`src/rtl/im_pkg.sv`:
```
// Shared definitions for the instruction-memory loader and the instruction memory.
package im_pkg;

  localparam int IM_DEPTH = 64;
  localparam int ADDR_W   = 6;

  typedef enum logic [2:0] {
    ST_IDLE,
    ST_LEN,
    ST_LOAD,
    ST_CSUM,
    ST_FIN
  } im_state_e;

  // True when a byte address lands inside the instruction memory.
  function automatic logic addr_in_range(input int unsigned addr, input int unsigned depth);
    return addr < depth;
  endfunction

endpackage

```
`src/rtl/im_loader_if.sv`:
```
// Byte-stream source and instruction-memory write port of the loader.
// master: loader side; slave: source/memory side.
interface im_loader_if #(
  parameter int ADDR_W = im_pkg::ADDR_W
) ();

  logic              in_valid;
  logic [7:0]        in_data;
  logic              in_ready;
  logic              im_we;
  logic [ADDR_W-1:0] im_waddr;
  logic [7:0]        im_wdata;

  modport master (
    input  in_valid, in_data,
    output in_ready, im_we, im_waddr, im_wdata
  );

  modport slave (
    output in_valid, in_data,
    input  in_ready, im_we, im_waddr, im_wdata
  );

endinterface

```
`src/rtl/im_loader.sv`:
```
// Streams a length-prefixed byte image into instruction memory while holding the CPU.
// Define IM_LOADER_CHECKSUM_EN to require a trailing mod-256 checksum byte.
module im_loader #(
  parameter int IM_DEPTH  = im_pkg::IM_DEPTH,
  parameter int ADDR_W    = im_pkg::ADDR_W,
  parameter int BASE_ADDR = 0
) (
  input  logic        clk,
  input  logic        rst,
  input  logic        start,
  im_loader_if.master bus,
  output logic        cpu_hold,
  output logic        busy,
  output logic        done,
  output logic        err
);

  import im_pkg::*;

  im_state_e         state_q, state_d;
  logic [7:0]        len_q, len_d;
  logic [7:0]        cnt_q, cnt_d;
  logic              busy_q, busy_d;
  logic              done_q, done_d;
  logic              err_q, err_d;
  logic              we_q, we_d;
  logic [ADDR_W-1:0] waddr_q, waddr_d;
  logic [7:0]        wdata_q, wdata_d;
`ifdef IM_LOADER_CHECKSUM_EN
  logic [7:0]        sum_q, sum_d;
`endif

  logic              in_ready;
  logic              xfer;
  logic              last_byte;
  logic              in_range;
  logic [9:0]        full_addr;

  assign in_ready  = (state_q == ST_LEN) || (state_q == ST_LOAD) || (state_q == ST_CSUM);
  assign xfer      = bus.in_valid && in_ready;
  assign last_byte = (cnt_q == (len_q - 8'd1));

  // Wide enough to hold BASE_ADDR+255 so an overflowing address never wraps.
  assign full_addr = 10'(BASE_ADDR) + {2'b00, cnt_q};
  assign in_range  = addr_in_range(32'(full_addr), IM_DEPTH);

  always_comb begin
    state_d = state_q;
    len_d   = len_q;
    cnt_d   = cnt_q;
    busy_d  = busy_q;
    done_d  = done_q;
    err_d   = err_q;
    we_d    = 1'b0;
    waddr_d = waddr_q;
    wdata_d = wdata_q;
`ifdef IM_LOADER_CHECKSUM_EN
    sum_d   = sum_q;
`endif

    case (state_q)
      ST_IDLE: begin
        if (start) begin
          state_d = ST_LEN;
          busy_d  = 1'b1;
          done_d  = 1'b0;
          err_d   = 1'b0;
          cnt_d   = 8'd0;
`ifdef IM_LOADER_CHECKSUM_EN
          sum_d   = 8'd0;
`endif
        end
      end

      ST_LEN: begin
        if (xfer) begin
          len_d = bus.in_data;
          cnt_d = 8'd0;
          if (bus.in_data == 8'd0) begin
`ifdef IM_LOADER_CHECKSUM_EN
            state_d = ST_CSUM;
`else
            state_d = ST_FIN;
`endif
          end else begin
            state_d = ST_LOAD;
          end
        end
      end

      ST_LOAD: begin
        if (xfer) begin
          if (in_range) begin
            we_d    = 1'b1;
            waddr_d = full_addr[ADDR_W-1:0];
            wdata_d = bus.in_data;
          end else begin
            err_d   = 1'b1;
          end
`ifdef IM_LOADER_CHECKSUM_EN
          sum_d = sum_q + bus.in_data;
`endif
          cnt_d = cnt_q + 8'd1;
          if (last_byte) begin
`ifdef IM_LOADER_CHECKSUM_EN
            state_d = ST_CSUM;
`else
            state_d = ST_FIN;
`endif
          end
        end
      end

      ST_CSUM: begin
`ifdef IM_LOADER_CHECKSUM_EN
        if (xfer) begin
          if (bus.in_data != sum_q) begin
            err_d = 1'b1;
          end
          state_d = ST_FIN;
        end
`else
        state_d = ST_IDLE;
`endif
      end

      ST_FIN: begin
        done_d  = 1'b1;
        busy_d  = 1'b0;
        state_d = ST_IDLE;
      end

      default: begin
        state_d = ST_IDLE;
      end
    endcase
  end

  always_ff @(posedge clk) begin
    if (rst) begin
      state_q <= ST_IDLE;
      len_q   <= 8'd0;
      cnt_q   <= 8'd0;
      busy_q  <= 1'b0;
      done_q  <= 1'b0;
      err_q   <= 1'b0;
      we_q    <= 1'b0;
      waddr_q <= '0;
      wdata_q <= 8'd0;
`ifdef IM_LOADER_CHECKSUM_EN
      sum_q   <= 8'd0;
`endif
    end else begin
      state_q <= state_d;
      len_q   <= len_d;
      cnt_q   <= cnt_d;
      busy_q  <= busy_d;
      done_q  <= done_d;
      err_q   <= err_d;
      we_q    <= we_d;
      waddr_q <= waddr_d;
      wdata_q <= wdata_d;
`ifdef IM_LOADER_CHECKSUM_EN
      sum_q   <= sum_d;
`endif
    end
  end

  assign bus.in_ready = in_ready;
  assign bus.im_we    = we_q;
  assign bus.im_waddr = waddr_q;
  assign bus.im_wdata = wdata_q;
  assign busy         = busy_q;
  assign cpu_hold     = busy_q;
  assign done         = done_q;
  assign err          = err_q;

endmodule

```
`src/flat_wrapper.sv`:
```
// flat-port wrapper written by rule: the top's interface ports become plain ports
module im_loader_flat import im_pkg::*;
#(
  parameter int IM_DEPTH  = im_pkg::IM_DEPTH,
  parameter int ADDR_W    = im_pkg::ADDR_W,
  parameter int BASE_ADDR = 0
)
  (clk, rst, start, cpu_hold, busy, done, err, bus_in_valid, bus_in_data, bus_in_ready, bus_im_we, bus_im_waddr, bus_im_wdata);
  im_loader_if #(.ADDR_W(ADDR_W)) bus_i ();
  input  logic clk;
  input  logic rst;
  input  logic start;
  output logic cpu_hold;
  output logic busy;
  output logic done;
  output logic err;
  input wire logic [$bits(bus_i.in_valid)-1:0] bus_in_valid;
  input wire logic [$bits(bus_i.in_data)-1:0] bus_in_data;
  output wire logic [$bits(bus_i.in_ready)-1:0] bus_in_ready;
  output wire logic [$bits(bus_i.im_we)-1:0] bus_im_we;
  output wire logic [$bits(bus_i.im_waddr)-1:0] bus_im_waddr;
  output wire logic [$bits(bus_i.im_wdata)-1:0] bus_im_wdata;
  assign bus_i.in_valid = bus_in_valid;
  assign bus_i.in_data = bus_in_data;
  assign bus_in_ready = bus_i.in_ready;
  assign bus_im_we = bus_i.im_we;
  assign bus_im_waddr = bus_i.im_waddr;
  assign bus_im_wdata = bus_i.im_wdata;
  im_loader #(.IM_DEPTH(IM_DEPTH), .ADDR_W(ADDR_W), .BASE_ADDR(BASE_ADDR)) u_core (.clk(clk), .rst(rst), .start(start), .bus(bus_i), .cpu_hold(cpu_hold), .busy(busy), .done(done), .err(err));
endmodule
```
`config.mk`:
```
export PLATFORM = sky130hd
export DESIGN_NAME = im_loader_flat
export DESIGN_NICKNAME = d
export VERILOG_FILES = /design/src/rtl/im_pkg.sv /design/src/rtl/im_loader_if.sv /design/src/rtl/im_loader.sv /design/src/flat_wrapper.sv
export SDC_FILE = /design/constraint.sdc
export NUM_CORES = 1
export LEC_CHECK = 0
export ABC_AREA = 1
export BUFFER_PORTS_ARGS = -buffer_cell sky130_fd_sc_hd__buf_4
export CAP_MARGIN = 10
export CORE_MARGIN = 2
export CORE_UTILIZATION = 40
export CTS_BUF_LIST = sky130_fd_sc_hd__clkbuf_8
export CTS_CLUSTER_SIZE = 16
export DETAILED_ROUTE_END_ITERATION = 12
export GPL_ROUTABILITY_DRIVEN = 0
export PLACE_DENSITY = 0.64
export SLEW_MARGIN = 20
export SYNTH_ARGS = -nofsm -noshare
export SYNTH_HDL_FRONTEND = slang
export SYNTH_SLANG_ARGS = --single-unit
```
`constraint.sdc`:
```
create_clock -name clk -period 1.4 [get_ports clk]
set_input_delay 0.07 -clock clk [delete_from_list [all_inputs] [get_ports clk]]
set_output_delay 0.07 -clock clk [all_outputs]
set_load 0.01 [all_outputs]
```
==> impl_metrics.ini, run 1 <==
[finish]
n_antenna_cell = 0
syn2layout_area_growth_pct = 37.0
final_core_util = 0.572
final_nets = 326
fin_area_mm2 = 0.00251
drive_gt1_frac = 0.307

[timing]
finalClockSkew_ns = 0.00564
max_freq_mhz = 688
tightest_slew_ns = 0.269
hold_viol_final = 0
setup_viol = 5
timing.slew.headroom = 0.819
finalCriticalPeriod_ns = 1.45
setup_ws_ns = -0.0543
final_max_slew_viol_count = 0
rsz0062_at_grt = yes
min_period_over_period = 1.04

[die]
die_height_um = 71.6
initial_core_util = 0.417
die_w_um = 71.6
ios = 32
fp.dieArea_mm2 = 0.00513
row_count = 24
core_mm2 = 0.00438

[power]
irDropWorstVdd_uv = 1120
p_leak_nw = 1.20
power.density_mw_per_mm2 = 1780
internal_power_mw = 2.82
power_frac_seq = 0.333
p_comb_frac = 0.450
power.switching_mw = 1.64
clkPwrFrac = 0.217
p_total_mw = 4.46
power_switching_share = 0.368

[logic_synthesis]
synthesis.area_mm2 = 0.00183
synthCells = 254
ys.warnings.count = 0
ys_seq_area_frac = 0.405
syn_area_per_cell_um2 = 7.20
synth_nets = 268
ys_ff_latch = 37
netlist-cell-type-count = 31

[place]
dpl_cell_area_mm2 = 0.00226
port_buffers = 31
dp_hpwl_um = 3330

[drt]
avgRoutedWirePerCell_um = 12.5
drt_iter0_markers = 87
viasPerCell = 4.83
dr.pass1.iters = 4
drtAntennaViolNets = 0
drc = 0
via_count = 1764
wirelength_um = 4560

[grt]
grt_max_degree = 26
grt_pass1_vias = 1686
antenna_found_initial = 0
gr-total-overflow = 0
grt_pass1_wl_um = 7730
track_usage = 0.193

[setup_path]
cp_data_arrival_time_ns = 1.68
worstRegToRegCells = 10
startpoint = u_core.state_q[0]
cp.required_ns = 1.62
worstSetupPathType = flop to flop
worstSetupEndpointType = flop
rr_startpoint = u_core.state_q[0]
critPathMaxFanout = 6
reg2reg_to = u_core.cnt_q[4]
startpoint_type = flop
cp-endpoint = u_core.cnt_q[4]
rrSetupSlack_ns = -0.05

[clocking]
clk_latency_ns = 0.29
cts_sinks = 37
numCtsBuffers = 5
cts_htree_levels = 2
cts_tree = yes
clockRootBuffer = clkbuf_8
cts.path.max_buffers = 2
path_clk_slew_ns = 0.08

[hold_path]
hold_depth = 3
hp-class = input port to flop

[run]
max-cap-violations = 0

[outcome]
status = finished with violations
violations = setup timing
worst min-delay path by stage:
stage	from	to	slack, ns
2_1_floorplan	rst	u_core.busy	0.14
3_3_place_gp	rst	u_core.state_q[0]	0.30
3_5_place_dp	rst	u_core.state_q[0]	0.30
4_1_cts	bus_in_data[4]	u_core.bus.im_wdata[4]	0.04
5_1_grt	bus_in_data[3]	u_core.bus.im_wdata[3]	0.05
6_report	bus_in_data[4]	u_core.bus.im_wdata[4]	0.04
placed cells by master, fill, tap and decap left out, drive strengths merged:
master / instances
buf: 57
nand2: 51
dfxtp: 37
inv: 36
nor2: 31
a21oi: 30
o21ai: 28
nand3: 12
nor3: 7
xor2: 6
clkbuf: 6
nand4: 3
nor3b: 2
ha: 2
xnor2: 1
a31oi: 1
clkinvlp: 1
bufinv: 1
dlygate4sd3: 1
timing repair:
| action | in CTS | in global routing |
|---|---|---|
| setup endpoints to repair | 6 | 26 |
| gates resized for setup | 12 | 9 |
| pin swaps | 9 | 9 |
| setup buffers | 6 | 1 |
| hold endpoints to repair | 6 | 0 |
| hold buffers | 1 | 0 |
routing by layer:
| metal | GRT usage | up-vias | routed length [um] |
|---|---|---|---|
| met2 | 0.302 | 44 | 2120 |
| met3 | 0.0338 | 6 | 221 |
| li1 | - | 929 | - |
| met1 | 0.264 | 785 | 2140 |
| met4 | 0.0776 | 0 | 86 |
| met5 | 0 | - | 0 |
metrics by stage:
step,TNS [ns],worst slack [ns],hold WS (ns),instances
3_5_place_dp,-0.180,-0.0656,0.303,349
3_3_place_gp,-0.0142,-0.0142,0.301,349
6_report,-0.147,-0.0543,0.0438,365
2_1_floorplan,0,0.0537,0.139,254
5_1_grt,-1.24,-0.188,0.0509,365
4_1_cts,-0.0287,-0.0176,0.0358,364
layout make-up:
type	instances	area [um2]
Fill cell	424	1880
Multi-Input combinational cell	174	971
Sequential cell	37	752
Timing Repair Buffer	58	458
Inverter	36	140
Clock buffer	6	82.6
Tap cell	52	65.1
Clock inverter	2	37.5
power groups by stage:
| stage | combinational (mW) | sequential, mW | clock (mW) |
|---|---|---|---|
| after detailed placement | 1.74 | 1.47 | 0 |
| after global placement | 1.73 | 1.47 | 0 |
| after CTS | 1.94 | 1.48 | 0.985 |
| after global routing | 2.23 | 1.51 | 1.02 |
| after floorplan | 1.01 | 1.50 | 0 |
| final | 2.01 | 1.49 | 0.968 |
worst max-delay path, stage by stage (launching register included):
cell     delay, ns
dfxtp_2       0.35
nor2_4        0.16
buf_4         0.13
inv_1         0.07
nand2_2       0.09
nand2_4       0.08
nor3_4        0.21
nand2_1       0.07
nand2_1       0.06
nand2_1       0.05
nor2_1        0.12
cells in the mapped netlist:
cell       n  share of area
inv_1     33          0.068
o21ai_1    8          0.022
nor2_1    27          0.055
nand2_1   45          0.092
nand3_1   11          0.030
nor3b_2    2          0.014
nor3_1     6          0.016
inv_2      3         0.0062
buf_1      1         0.0021
clkbuf_1   2         0.0041
nor2_4     1         0.0062
dfxtp_1   37           0.40
nor2_2     2         0.0068
a21oi_1   29          0.079
nor2_8     1          0.011
nand3_4    1         0.0096
ha_1       2          0.014
buf_4      1         0.0041
xor2_1     6          0.029
a21oi_2    1         0.0048
nand2_2    5          0.017
a31oi_1    1         0.0034
buf_2      1         0.0027
o21ai_2    2         0.0096
buf_6      1         0.0062
nand4_1    3          0.010
xnor2_1    1         0.0048
nor3_4     1         0.0089
clkbuf_2   1         0.0027
nand2_4    1         0.0062
o21ai_0   18          0.049
kinds of logic (layout without fill, tap and decap cells):
logic type	Yosys count	after routing	synth area share
buf+inv	43	102	0.0958
compound gates	59	59	0.168
flops	37	37	0.405
xor+xnor	7	7	0.0335
fa+ha+maj	2	2	0.0137
simple gates	106	106	0.284
sequential cells by signal, summed over array words and instances, names as in the netlist:
name                 count
u_core.cnt_q             8
u_core.bus.im_waddr      6
u_core.state_q           3
u_core.err               1
u_core.busy              1
u_core.done              1
u_core.bus.im_wdata      8
u_core.bus.im_we         1
u_core.len_q             8
Power figures use the tool's default switching activity.
==> run 2, diff against run 1 <==
--- a/config.mk
+++ b/config.mk
@@ -5,7 +5,6 @@
 export SDC_FILE = /design/constraint.sdc
 export NUM_CORES = 1
 export LEC_CHECK = 0
-export ABC_AREA = 1
 export BUFFER_PORTS_ARGS = -buffer_cell sky130_fd_sc_hd__buf_4
 export CAP_MARGIN = 10
 export CORE_MARGIN = 2
==> run 2 against run 1 <==
The run still ends with setup timing left; synthesized cell count decreased by 19%; area after synthesis decreased by 1.2%; sequential cell count unchanged; combinational power decreased by 72%; clock skew increased by 0.0014 ns; critical path depth decreased by 5; critical path type unchanged; global-route usage decreased by 1.0 points; design area increased by 0.40%; register-to-register slack got worse by 0.15 ns.
==> impl_metrics.ini, run 2 <==
[die]
core_mm2 = 0.00435
die_height_um = 71.2
ios = 32
row_count = 24
initial_core_util = 0.415
fp.dieArea_mm2 = 0.00507
die_w_um = 71.2

[setup_path]
worstSetupPathType = flop to flop
critPathMaxFanout = 2
startpoint = u_core.len_q[3]
worstSetupEndpointType = flop
startpoint_type = flop
cp_data_arrival_time_ns = 1.82
rr_startpoint = u_core.len_q[3]
cp.required_ns = 1.62

[timing]
finalCriticalPeriod_ns = 1.61
tightest_slew_ns = 0.369
max_freq_mhz = 622
hold_viol_final = 0
final_max_slew_viol_count = 0
rsz0062_at_grt = yes
setup_viol = 10
timing.slew.headroom = 0.754
min_period_over_period = 1.15
setup_ws_ns = -0.207
finalClockSkew_ns = 0.00706

[grt]
grt_pass1_vias = 1491
grt_max_degree = 31
antenna_found_initial = 0
gr-total-overflow = 0
grt_pass1_wl_um = 7200
track_usage = 0.183

[hold_path]
min-delay-start = bus_in_data[7]
hp-class = input port to flop

[place]
placedCellCount = 299
dpl_cell_area_mm2 = 0.00228
dp_hpwl_um = 3110
port_buffers = 31

[logic_synthesis]
synth_top_family_by_area = simple AND/OR/NAND/NOR gates
synth_top_area_cell = dfxtp_1
synth_edf_count = 0
ys_seq_area_frac = 0.410
synth_nets = 220
synthXorXnorAreaFrac = 0.0776
synth_common_cells = nor2_1, dfxtp_1, mux2i_1, xnor2_1, nand2_1
synth.area.mux_share = 0.127
synth-compound-area-share = 0.103
ys_ff_latch = 37
syn_area_per_cell_um2 = 8.77
yosys.area_share.simple = 0.226
synth_ff_type = dfxtp_1
netlist-cell-type-count = 39
async_reset_ff_frac = 0
synthesis.area_mm2 = 0.00181
synthCells = 206
synth-adder-area-share = 0.0139
ys_top_cells_by_area = dfxtp_1, mux2i_1, nor2_1, xnor2_1, nand2_1
ys.warnings.count = 0
yosysMostFrequentCell = nor2_1
yosysTopAreaCellShare = 0.410

[power]
power.density_mw_per_mm2 = 1110
p_leak_nw = 1.07
irDropWorstVdd_uv = 632
p_total_mw = 2.78

[finish]
fin_area_mm2 = 0.00252
drive_gt1_frac = 0.362
n_antenna_cell = 0
final_cells = 309
syn2layout_area_growth_pct = 39.3
final_common_cell = buf_4
mostFrequentLayoutCells = buf_4, nor2_1, dfxtp_1
final_nets = 270
final_core_util = 0.578

[drt]
via_count = 1594
drc = 0
drtAntennaViolNets = 0
drt_iter0_markers = 107
viasPerCell = 5.16
avgRoutedWirePerCell_um = 13.8
wirelength_um = 4270
dr.pass1.iters = 4

[clocking]
clockRootBuffer = clkbuf_8
cts.path.max_buffers = 2
cts_tree = yes
cts_sinks = 37
clk_latency_ns = 0.29
cts_htree_levels = 2
numCtsBuffers = 5
path_clk_slew_ns = 0.08

[outcome]
status = finished with violations
violations = setup timing

[run]
max-cap-violations = 0
==> run 2: cell count changes after synthesis, moves of 16 or more <==
cell,change
a21oi_1,-25
inv_1,-31
mux2i_1,+23
nand2_1,-36
nor2_1,+16
==> run 2: cell families (layout without fill, tap and decap cells) <==
kind of cell             count (synthesis)  count (layout)
AND/OR/NAND/NOR                         86              86
flip-flops                              37              37
multiplexers                            23              23
buffers and inverters                   17              68
AO/OA/AOI/OAI                           25              25
adder cells (fa/ha/maj)                  2               2
XOR/XNOR                                16              16
==> run 2: per-stage QoR <==
step / worst slack [ns] / setup TNS, ns / hold slack [ns]
after CTS: -0.224 / -0.877 / 0.0279
after floorplan: -0.178 / -0.425 / 0.214
after detailed placement: -0.243 / -0.914 / 0.333
final: -0.207 / -0.839 / 0.0342
after global placement: -0.212 / -0.921 / 0.328
after global routing: -0.320 / -1.90 / 0.0540
==> run 2: report_power, final <==
group | switching, mW | total [mW] | internal, mW
clock | 0.385 | 1.09 | 0.708
sequential | 0.0323 | 1.13 | 1.09
combinational | 0.269 | 0.565 | 0.295
==> run 2: path summary, 6_finish.rpt <==
path | slack (ns) | endpoint | cells past startpoint
setup / recovery | -0.21 | u_core.state_q[1] | 5
setup reg to reg | -0.21 | u_core.state_q[1] | 5
hold reg to reg | 0.50 | u_core.bus.im_wdata[2] | 2
hold / removal | 0.03 | u_core.bus.im_wdata[7] | 3
==> run 2: layout make-up <==
cell class	count	area, um2
Clock buffer	5	68.8
Clock inverter	3	65.1
Fill cell	385	1840
Inverter	2	7.51
Multi-Input combinational cell	152	1080
Sequential cell	37	746
Tap cell	52	65.1
Timing Repair Buffer	58	484
==> run 2: metal layers <==
| layer | wire length [um] | vias up | share of wire | GRT usage |
|---|---|---|---|---|
| met3 | 189 | 8 | 0.044 | 0.0413 |
| met5 | 0 | - | 0 | 0 |
| met1 | 2140 | 735 | 0.50 | 0.259 |
| li1 | - | 812 | - | - |
| met2 | 1840 | 39 | 0.43 | 0.260 |
| met4 | 104 | 0 | 0.024 | 0.0901 |
==> run 2: repair_timing <==
item,CTS,global route
pin swaps,8,8
cloned,1,0
resized for setup,11,8
hold buffers,0,0
setup endpoints to repair,15,32
buffers inserted,1,0
==> run 2: critical path: stages (launching register included) <==
cell and delay [ns]:
dfxtp_1 0.31, or4_4 0.54, o221ai_2 0.17, nand2_1 0.10, a311o_1 0.28, a31oi_1 0.12
==> run 3, diff against run 2 <==
--- a/config.mk
+++ b/config.mk
@@ -13,7 +13,7 @@
 export CTS_CLUSTER_SIZE = 16
 export DETAILED_ROUTE_END_ITERATION = 12
 export GPL_ROUTABILITY_DRIVEN = 0
-export PLACE_DENSITY = 0.64
+export PLACE_DENSITY = 0.61
 export SLEW_MARGIN = 20
 export SYNTH_ARGS = -nofsm -noshare
 export SYNTH_HDL_FRONTEND = slang
==> constraint.sdc (replaced) <==
create_clock -name clk -period 1.6 [get_ports clk]
set_input_delay 0.08 -clock clk [delete_from_list [all_inputs] [get_ports clk]]
set_output_delay 0.08 -clock clk [all_outputs]
set_load 0.01 [all_outputs]
==> run 3 against run 2 <==
The run still ends with setup timing left; via count is 2.3% lower; core utilization is 4.5 points lower; routed wire length is 3.7% lower; count of clock-buffer cells in the layout grew 1; design area is 7.8% lower; clock power shrank 36%; total power is 24% lower; non-clock buffer count down 8; hold slack improved by 0.0014 ns; die area unchanged; clock skew decreased by 0.0013 ns; critical path type unchanged; highest routed layer unchanged.
==> impl_metrics.ini, run 3 (same netlist as run 2, synthesis figures left out) <==
[setup_path]
rr_startpoint = u_core.len_q[3]
cp-endpoint = u_core.state_q[2]
rrSetupSlack_ns = -0.02
reg2reg_to = u_core.state_q[2]
startpoint = u_core.len_q[3]
worstRegToRegCells = 5
startpoint_type = flop
worstSetupPathType = flop to flop
critPathMaxFanout = 2
cp_data_arrival_time_ns = 1.79
cp.required_ns = 1.77
worstSetupEndpointType = flop

[finish]
n_antenna_cell = 0
mostFrequentLayoutCells = buf_4, nor2_1, dfxtp_1
fillCellCount = 423
final_common_cell = buf_4
final_cells = 301
drive_gt1_frac = 0.297
final_core_util = 0.533
syn2layout_area_growth_pct = 28.4
final_nets = 262

[timing]
hold_viol_final = 0
timing.slew.headroom = 0.732
finalClockSkew_ns = 0.00572
max_freq_mhz = 617
finalCriticalPeriod_ns = 1.62
setup_viol = 1
final_max_slew_viol_count = 0
min_period_over_period = 1.01
hold_ws_ns = 0.0355
rsz0062_at_grt = yes
setup_ws_ns = -0.0208
tightest_slew_ns = 0.402

[clocking]
cts_htree_levels = 2
numCtsBuffers = 5
cts_sinks = 37
cts.path.max_buffers = 2
cts_hold_buf = 0
clockRootBuffer = clkbuf_8
path_clk_slew_ns = 0.08
post_cts_buffers = 0
cts_tree = yes
clk_latency_ns = 0.29

[power]
p_leak_nw = 0.988
p_total_mw = 2.11
irDropWorstVdd_uv = 545
power.density_mw_per_mm2 = 912

[grt]
gr-total-overflow = 0
grtUsageMet1 = 0.237
met2_usage = 0.244
grt_pass1_wl_um = 6730
met3_usage = 0.0399
track_usage = 0.167
antenna_found_initial = 0
busiest_layer = met2
grt_pass1_vias = 1412
grt_max_degree = 31

[run]
max-cap-violations = 0

[drt]
drc = 0
wirelength_um = 4110
via_count = 1557
viasPerCell = 5.17
drt_iter0_markers = 63
avgRoutedWirePerCell_um = 13.7
dr.pass1.iters = 4
drtAntennaViolNets = 0

[die]
die_height_um = 71.2
fp.dieArea_mm2 = 0.00507
die_w_um = 71.2
core_mm2 = 0.00435
row_count = 24
initial_core_util = 0.415
ios = 32

[place]
placedCellCount = 293
port_buffers = 31
pre_cts_ws_ns = -0.0577
dp_hpwl_um = 3020

[hold_path]
hp-class = input port to flop

[outcome]
violations = setup timing
status = finished with violations
==> run 3: through the flow <==
step,TNS [ns],area (um2)
2_1_floorplan,0,1810
3_3_place_gp,-0.00379,2190
3_5_place_dp,-0.113,2190
4_1_cts,-0.116,2290
5_1_grt,-0.313,2320
6_report,-0.0208,2320
==> run 3: timing repair <==
| item | in CTS | in global routing |
|---|---|---|
| hold endpoints to repair | 0 | 0 |
| setup endpoints to repair | 2 | 10 |
| resized for setup | 2 | 8 |
| pin swaps | 5 | 3 |
==> run 3: worst min-delay path by stage <==
stage                         startpoint                endpoint  slack, ns  cells after the start
final                     bus_in_data[7]  u_core.bus.im_wdata[7]       0.04                      3
after global routing      bus_in_data[7]  u_core.bus.im_wdata[7]       0.04                      3
after CTS                 bus_in_data[7]  u_core.bus.im_wdata[7]       0.03                      3
after detailed placement  bus_in_data[7]  u_core.bus.im_wdata[7]       0.34                      3
after global placement    bus_in_data[4]  u_core.bus.im_wdata[4]       0.34                      3
after floorplan           bus_in_data[0]  u_core.bus.im_wdata[0]       0.22                      2
==> run 3: layer usage <==
metal | up-vias | share of wire
met3 | 6 | 0.037
met5 | - | 0
li1 | 805 | -
met1 | 719 | 0.50
met2 | 27 | 0.45
met4 | 0 | 0.015
==> run 3: final cells by class <==
cell class | instances | area [um2] | share of cell area
multi-input cells | 152 | 1030 | 0.444
flip-flops and latches | 37 | 746 | 0.321
repair buffers | 50 | 375 | 0.162
clock buffers | 6 | 82.6 | 0.0356
well taps | 52 | 65.1 | 0.0280
clock inverters | 2 | 13.8 | 0.00593
inverters | 2 | 7.51 | 0.00324
==> run 3: power breakdown <==
group | switching (mW) | internal (mW)
clock | 0.351 | 0.349
sequential | 0.0386 | 0.957
combinational | 0.207 | 0.212
total | 0.597 | 1.52
==> run 3: worst max-delay path, cell delays in order, from the launching register on <==
cell and delay (ns):
dfxtp_2 0.32, or4_4 0.54, o221ai_2 0.17, nand2_1 0.10, a311oi_1 0.29, a211oi_1 0.08
